===== config.mk =====
export PLATFORM = sky130hd
export DESIGN_NAME = lcd_byte_writer
export DESIGN_NICKNAME = d
export VERILOG_FILES = /design/src/rtl/lcd_byte_writer.sv
export SDC_FILE = /design/constraint.sdc
export NUM_CORES = 1
export LEC_CHECK = 0
export ABC_AREA = 1
export ABC_CLOCK_PERIOD_IN_PS = 2650
export CAP_MARGIN = 40
export CORE_MARGIN = 2
export CORE_UTILIZATION = 50
export CTS_BUF_LIST = sky130_fd_sc_hd__clkbuf_8
export CTS_CLUSTER_DIAMETER = 80
export DETAILED_ROUTE_END_ITERATION = 8
export PLACE_DENSITY = 0.7
export SLEW_MARGIN = 10
export SYNTH_ARGS = -nofsm -noshare
export SYNTH_HDL_FRONTEND = slang
export SYNTH_SLANG_ARGS = --single-unit
export TNS_END_PERCENT = 50

===== constraint.sdc =====
create_clock -name CCLK -period 2.65 [get_ports CCLK]
set_input_delay 0.53 -clock CCLK [delete_from_list [all_inputs] [get_ports CCLK]]
set_output_delay 0.53 -clock CCLK [all_outputs]
set_load 0.03 [all_outputs]

===== src/rtl/lcd_byte_writer.sv =====
`default_nettype none
// ============================================================================
// Module      : lcd_byte_writer
// Description : 4-bit HD44780-style LCD writer with power-up init sequence
//               and byte writes split into high/low nibble strobes.
// Revision    : 1.0 - initial release
// ============================================================================
module lcd_byte_writer #(
    parameter int unsigned T_PWRUP = 750000,
    parameter int unsigned T_INIT1 = 205000,
    parameter int unsigned T_INIT2 = 5000,
    parameter int unsigned T_SETUP = 2,
    parameter int unsigned T_EPW   = 12,
    parameter int unsigned T_NIB   = 50,
    parameter int unsigned T_CMD   = 2000,
    parameter int unsigned T_CLR   = 82000
) (
    input  logic       CCLK,
    input  logic       RST,
    input  logic       req_valid,
    input  logic       req_rs,
    input  logic [7:0] req_data,
    output logic       req_ready,
    output logic       init_done,
    output logic       LCDRS,
    output logic       LCDRW,
    output logic       LCDE,
    output logic [3:0] LCDDAT
);

    // State encoding
    localparam logic [3:0] c_pwr       = 4'd0;
    localparam logic [3:0] c_init_su   = 4'd1;
    localparam logic [3:0] c_init_e    = 4'd2;
    localparam logic [3:0] c_init_wait = 4'd3;
    localparam logic [3:0] c_idle      = 4'd4;
    localparam logic [3:0] c_hi_su     = 4'd5;
    localparam logic [3:0] c_hi_e      = 4'd6;
    localparam logic [3:0] c_gap       = 4'd7;
    localparam logic [3:0] c_lo_su     = 4'd8;
    localparam logic [3:0] c_lo_e      = 4'd9;
    localparam logic [3:0] c_post      = 4'd10;

    // Terminal counts: a state of duration N exits when the counter reads N-1
    localparam logic [19:0] c_pwrup_m1 = 20'(T_PWRUP - 1);
    localparam logic [19:0] c_init1_m1 = 20'(T_INIT1 - 1);
    localparam logic [19:0] c_init2_m1 = 20'(T_INIT2 - 1);
    localparam logic [19:0] c_setup_m1 = 20'(T_SETUP - 1);
    localparam logic [19:0] c_epw_m1   = 20'(T_EPW - 1);
    localparam logic [19:0] c_nib_m1   = 20'(T_NIB - 1);
    localparam logic [19:0] c_cmd_m1   = 20'(T_CMD - 1);
    localparam logic [19:0] c_clr_m1   = 20'(T_CLR - 1);

    logic [3:0]  r_state;
    logic [19:0] r_cnt;
    logic [1:0]  r_istep;
    logic        r_rs;
    logic [7:0]  r_data;
    logic        r_ready;
    logic        r_init_done;
    logic        r_lcde;
    logic        r_lcdrs;
    logic [3:0]  r_lcddat;

    logic [3:0]  w_state_nxt;
    logic [19:0] w_cnt_nxt;
    logic [1:0]  w_istep_nxt;
    logic [19:0] w_dur_m1;
    logic [19:0] w_wait_m1;
    logic        w_last;
    logic        w_accept;
    logic        w_is_clr;
    logic        w_rs_src;
    logic [7:0]  w_data_src;
    logic        w_lcde_nxt;
    logic        w_lcdrs_nxt;
    logic [3:0]  w_lcddat_nxt;

    assign w_accept   = (r_state == c_idle) && r_ready && req_valid;
    // On the accepting edge the byte registers are not loaded yet, so the
    // first registered nibble comes straight from the request inputs.
    assign w_rs_src   = w_accept ? req_rs   : r_rs;
    assign w_data_src = w_accept ? req_data : r_data;

    // Clear display and return home need the long post-byte wait
    assign w_is_clr = !r_rs && ((r_data == 8'h01) || (r_data == 8'h02) || (r_data == 8'h03));

    always_comb begin
        w_wait_m1 = c_cmd_m1;
        case (r_istep)
            2'd0:    w_wait_m1 = c_init1_m1;
            2'd1:    w_wait_m1 = c_init2_m1;
            default: w_wait_m1 = c_cmd_m1;
        endcase
    end

    always_comb begin
        w_dur_m1 = '0;
        case (r_state)
            c_pwr:                        w_dur_m1 = c_pwrup_m1;
            c_init_su, c_hi_su, c_lo_su:  w_dur_m1 = c_setup_m1;
            c_init_e, c_hi_e, c_lo_e:     w_dur_m1 = c_epw_m1;
            c_init_wait:                  w_dur_m1 = w_wait_m1;
            c_gap:                        w_dur_m1 = c_nib_m1;
            c_post:                       w_dur_m1 = w_is_clr ? c_clr_m1 : c_cmd_m1;
            default:                      w_dur_m1 = '0;
        endcase
    end

    assign w_last = (r_cnt == w_dur_m1);

    // Next-state logic
    always_comb begin
        w_state_nxt = r_state;
        w_istep_nxt = r_istep;
        case (r_state)
            c_pwr:       if (w_last) w_state_nxt = c_init_su;
            c_init_su:   if (w_last) w_state_nxt = c_init_e;
            c_init_e:    if (w_last) w_state_nxt = c_init_wait;
            c_init_wait: begin
                if (w_last) begin
                    if (r_istep == 2'd3) begin
                        w_state_nxt = c_idle;
                    end else begin
                        w_istep_nxt = r_istep + 2'd1;
                        w_state_nxt = c_init_su;
                    end
                end
            end
            c_idle:      if (w_accept) w_state_nxt = c_hi_su;
            c_hi_su:     if (w_last) w_state_nxt = c_hi_e;
            c_hi_e:      if (w_last) w_state_nxt = c_gap;
            c_gap:       if (w_last) w_state_nxt = c_lo_su;
            c_lo_su:     if (w_last) w_state_nxt = c_lo_e;
            c_lo_e:      if (w_last) w_state_nxt = c_post;
            c_post:      if (w_last) w_state_nxt = c_idle;
            default:     w_state_nxt = c_pwr;
        endcase
    end

    // The counter is held at zero in IDLE so it can never wrap while waiting
    always_comb begin
        w_cnt_nxt = r_cnt + 20'd1;
        if ((w_state_nxt != r_state) || (r_state == c_idle)) begin
            w_cnt_nxt = '0;
        end
    end

    // Outputs are decoded from the next state and registered with it
    always_comb begin
        w_lcde_nxt   = 1'b0;
        w_lcdrs_nxt  = 1'b0;
        w_lcddat_nxt = 4'h0;
        case (w_state_nxt)
            c_init_su, c_init_wait: begin
                w_lcddat_nxt = (w_istep_nxt == 2'd3) ? 4'h2 : 4'h3;
            end
            c_init_e: begin
                w_lcde_nxt   = 1'b1;
                w_lcddat_nxt = (w_istep_nxt == 2'd3) ? 4'h2 : 4'h3;
            end
            c_hi_su, c_gap: begin
                w_lcdrs_nxt  = w_rs_src;
                w_lcddat_nxt = w_data_src[7:4];
            end
            c_hi_e: begin
                w_lcde_nxt   = 1'b1;
                w_lcdrs_nxt  = w_rs_src;
                w_lcddat_nxt = w_data_src[7:4];
            end
            c_lo_su, c_post: begin
                w_lcdrs_nxt  = w_rs_src;
                w_lcddat_nxt = w_data_src[3:0];
            end
            c_lo_e: begin
                w_lcde_nxt   = 1'b1;
                w_lcdrs_nxt  = w_rs_src;
                w_lcddat_nxt = w_data_src[3:0];
            end
            default: begin
                w_lcde_nxt   = 1'b0;
                w_lcdrs_nxt  = 1'b0;
                w_lcddat_nxt = 4'h0;
            end
        endcase
    end

    always_ff @(posedge CCLK) begin
        if (RST) begin
            r_state     <= c_pwr;
            r_cnt       <= '0;
            r_istep     <= '0;
            r_rs        <= 1'b0;
            r_data      <= '0;
            r_ready     <= 1'b0;
            r_init_done <= 1'b0;
            r_lcde      <= 1'b0;
            r_lcdrs     <= 1'b0;
            r_lcddat    <= 4'h0;
        end else begin
            r_state     <= w_state_nxt;
            r_cnt       <= w_cnt_nxt;
            r_istep     <= w_istep_nxt;
            if (w_accept) begin
                r_rs   <= req_rs;
                r_data <= req_data;
            end
            r_ready     <= (w_state_nxt == c_idle);
            r_init_done <= r_init_done | (w_state_nxt == c_idle);
            r_lcde      <= w_lcde_nxt;
            r_lcdrs     <= w_lcdrs_nxt;
            r_lcddat    <= w_lcddat_nxt;
        end
    end

    assign req_ready = r_ready;
    assign init_done = r_init_done;
    assign LCDRS     = r_lcdrs;
    assign LCDRW     = 1'b0;
    assign LCDE      = r_lcde;
    assign LCDDAT    = r_lcddat;

endmodule
`default_nettype wire


==> impl_metrics.toml <==
[run_status]
status = "completed"

[grt]
antenna_found_initial = 0
grt_max_degree = 21
grt_pass1_vias = 2231
overflow = 0
grtUsageTotal_pct = 20.4
grt_first_pass_wirelength_um = 9760

[sta]
fmax_mhz = 384
finalCriticalPeriod_ns = 2.60
setup_viol = 0
drv_slew = 0
hold_viol = 0
setup_tns_ns = 0
rsz0062_at_grt = "yes"
whs_ns = 0.483
finalCritPeriodShare_pct = 98.3
fin_worst_skew_ns = 0.00383
setup_slack_ns = 0.0457

[synthesis]
synthDistinctLibCells = 39
syn_area_per_cell_sq_um = 6.78
seq_area_frac_synth_pct = 32.9
synthesis.nets = 399
synth_top_area_share_pct = 32.9
yosys_warnings = 0
synth_ff_type = "dfxtp_1"
synthArstFlopShare_pct = 0
synthesis.instances = 386
synth-edff-count = 0
synthesis.area_sq_um = 2620
yosysTopAreaCell = "dfxtp_1"
ys_ff_latch = 43
synth.area.top_cells = "dfxtp_1, nand2_1, inv_1, nor2_1, nor2_2"

[cts]
cts.sinks = 43
cts_tree = "yes"
cts_buffers = 5
cts_hold_buf = 0
cts_max_path_buffers = 2
clkTransAtPathRegs_ns = 0.08
cts_max_level = 2
root_buffer = "clkbuf_8"
clock_latency_ns = 0.30

[layout]
layout.nets = 438
antenna_cells = 0
fin_cells = 495
fillCellCount = 445
design_area_sq_um = 3320
layout-drive-gt1-share_pct = 24.9
syn2layout_area_growth_pct = 26.8
fin_util_pct = 65.4

[die]
die-area_sq_um = 5830
start_util_pct = 51.6
die_height_um = 76.3
core_sq_um = 5070
die_x_um = 76.3
rows = 26
io_pins = 21

[power_and_ir_drop]
p_seq_share_pct = 53.1
power.leakage_nw = 1.45
power.total_mw = 1.22
power.switching_uw = 267
intPower_uw = 956
p_clk_share_pct = 41.3
comb_power_share_pct = 5.5
powerDensity_nw_per_um2 = 369
swShare_pct = 21.8
vdd_drop_max_mv = 0.298

[setup_path]
critPathSlowestCell = "dfxtp_4"
crit_fanout = 5
critPathKind = "flop to flop"
setup.worst_path.end_class = "flop"
critical_path.endpoint = "r_cnt[0]"
setup.worst_path.start = "r_state[0]"
crit_path_max_incr_delay_ns = 0.38
rr_worst_depth = 19
crit_buf_inv = 4
r2r-start = "r_state[0]"
crit_cells = 19
r2r_end = "r_cnt[0]"
critPathTopFamily = "simple AND/OR/NAND/NOR gates"
r2r_slack_ns = 0.05
arrival_ns = 2.80
cp.required_ns = 2.85
startpoint_type = "flop"
crit_chain = "buf_6 -> nor2_4 -> nand2_4 -> o21bai_4 -> nand2_2 -> nor2_1 -> a21oi_1 -> nand2_1 -> nor2_4 -> buf_4 -> nand4_1 -> nand2_2 -> nor2_4 -> nand2_4 -> xor2_2 -> inv_2 -> nand2_4 -> clkbuf_16 -> nor2_2"

[routing]
route.detailed.drc = 0
viasPerCell = 4.95
first_pass_iters = 4
drtIter0Drc = 179
ant_nets = 0
wl_um = 6200
wl_per_cell_um = 12.5
via_count = 2450

[place]
place_congestion = 0.865
postPlaceCellArea_sq_um = 2940
dpl.hpwl_um = 4290
io_buffers = 19
dp.cells = 479
dp_worst_setup_slack_ns = 0.0337

[min_path]
hold_path.class = "flop to flop"
hold_depth = 1

[job]
maxCapViolCount = 0
[power groups by stage]
| stage | Combinational, mW | Sequential, mW | Clock, mW |
|---|---|---|---|
| floorplan | 0.0327 | 0.668 | 0 |
| global placement | 0.0538 | 0.669 | 0 |
| detailed placement | 0.0545 | 0.669 | 0 |
| CTS | 0.0547 | 0.654 | 0.521 |
| global route | 0.0737 | 0.651 | 0.552 |
| finish | 0.0679 | 0.650 | 0.505 |
[worst reg2reg max path, cell delays in order (launching register included)]
cell and delay [ns]:
dfxtp_4 0.38, buf_6 0.15, nor2_4 0.10, nand2_4 0.08, o21bai_4 0.21, nand2_2 0.09, nor2_1 0.04, a21oi_1 0.14
nand2_1 0.11, nor2_4 0.17, buf_4 0.14, nand4_1 0.10, nand2_2 0.12, nor2_4 0.05, nand2_4 0.08, xor2_2 0.14
inv_2 0.06, nand2_4 0.13, clkbuf_16 0.18, nor2_2 0.03
[state kept, by name (all words and copies together) (netlist names)]
signal,count
r_cnt,20
r_data,8
LCDDAT,4
r_state,4
r_istep,2
LCDE,1
LCDRS,1
init_done,1
r_rs,1
req_ready,1
[Yosys cell counts, types with 3 or more instances]
cell       n
nor2_2    26
inv_2      5
o21ai_0   11
nand3_1   28
nand2_2    8
nor2_4     4
dfxtp_1   43
clkbuf_1   3
nand2_1   83
buf_6      3
inv_1     53
xor2_1    18
or2_0      3
nand4_1    5
nor2_1    47
a21oi_1    7
xnor2_1    3
nor3_1     7
[worst min path at each step]
stage	from	end	slack (ns)
finish	r_cnt[0]	r_cnt[0]	0.48
global placement	init_done	init_done	0.44
CTS	r_cnt[0]	r_cnt[0]	0.48
global route	r_cnt[0]	r_cnt[0]	0.51
floorplan	r_cnt[0]	r_cnt[0]	0.44
detailed placement	r_cnt[0]	r_cnt[0]	0.46
[per-layer routing]
layer | part of all wire (%) | wire length (um) | track usage [%] | up-vias
li1 | - | - | - | 1268
met5 | 0 | 0 | 0 | -
met3 | 3.6 | 223 | 3.67 | 10
met4 | 1.9 | 115 | 6.00 | 0
met1 | 49 | 3050 | 28.4 | 1123
met2 | 45 | 2810 | 32.3 | 49
[logic make-up (layout without fill, tap and decap cells)]
logic type | count (synthesis) | in the layout | share of synthesized area, %
fa+ha+maj | 1 | 1 | 0.478
mux | 2 | 2 | 0.765
compound gates | 30 | 30 | 7.27
other cells | 1 | 1 | 0.143
xor+xnor | 22 | 22 | 7.65
simple gates | 221 | 221 | 40.2
flops | 43 | 43 | 32.9
buf+inv | 66 | 105 | 10.6
[cell usage in the layout (no fill, tap or decap), drive strengths merged, types with 3 or more instances in the layout]
cell type	instances
xor2	19
o21ai	15
clkdlybuf4s50	19
or2	6
buf	19
a21oi	7
nor3	8
nand2	92
xnor2	3
inv	58
dfxtp	43
clkbuf	7
nand3	30
nand4	5
nor2	77
[layout make-up]
class | instances | area, sq um | share of cell area [%]
sequential | 43 | 878 | 26.5
tap | 70 | 87.6 | 2.64
inverter | 58 | 228 | 6.86
multi-input combinational | 277 | 1610 | 48.6
timing repair buffer | 40 | 407 | 12.3
clock buffer | 5 | 68.8 | 2.07
clock inverter | 2 | 37.5 | 1.13
[timing repair]
item,CTS,global route
gates resized for setup,0,50
setup endpoints to repair,0,28
buffers inserted,0,6
Power figures use the tool's default switching activity.
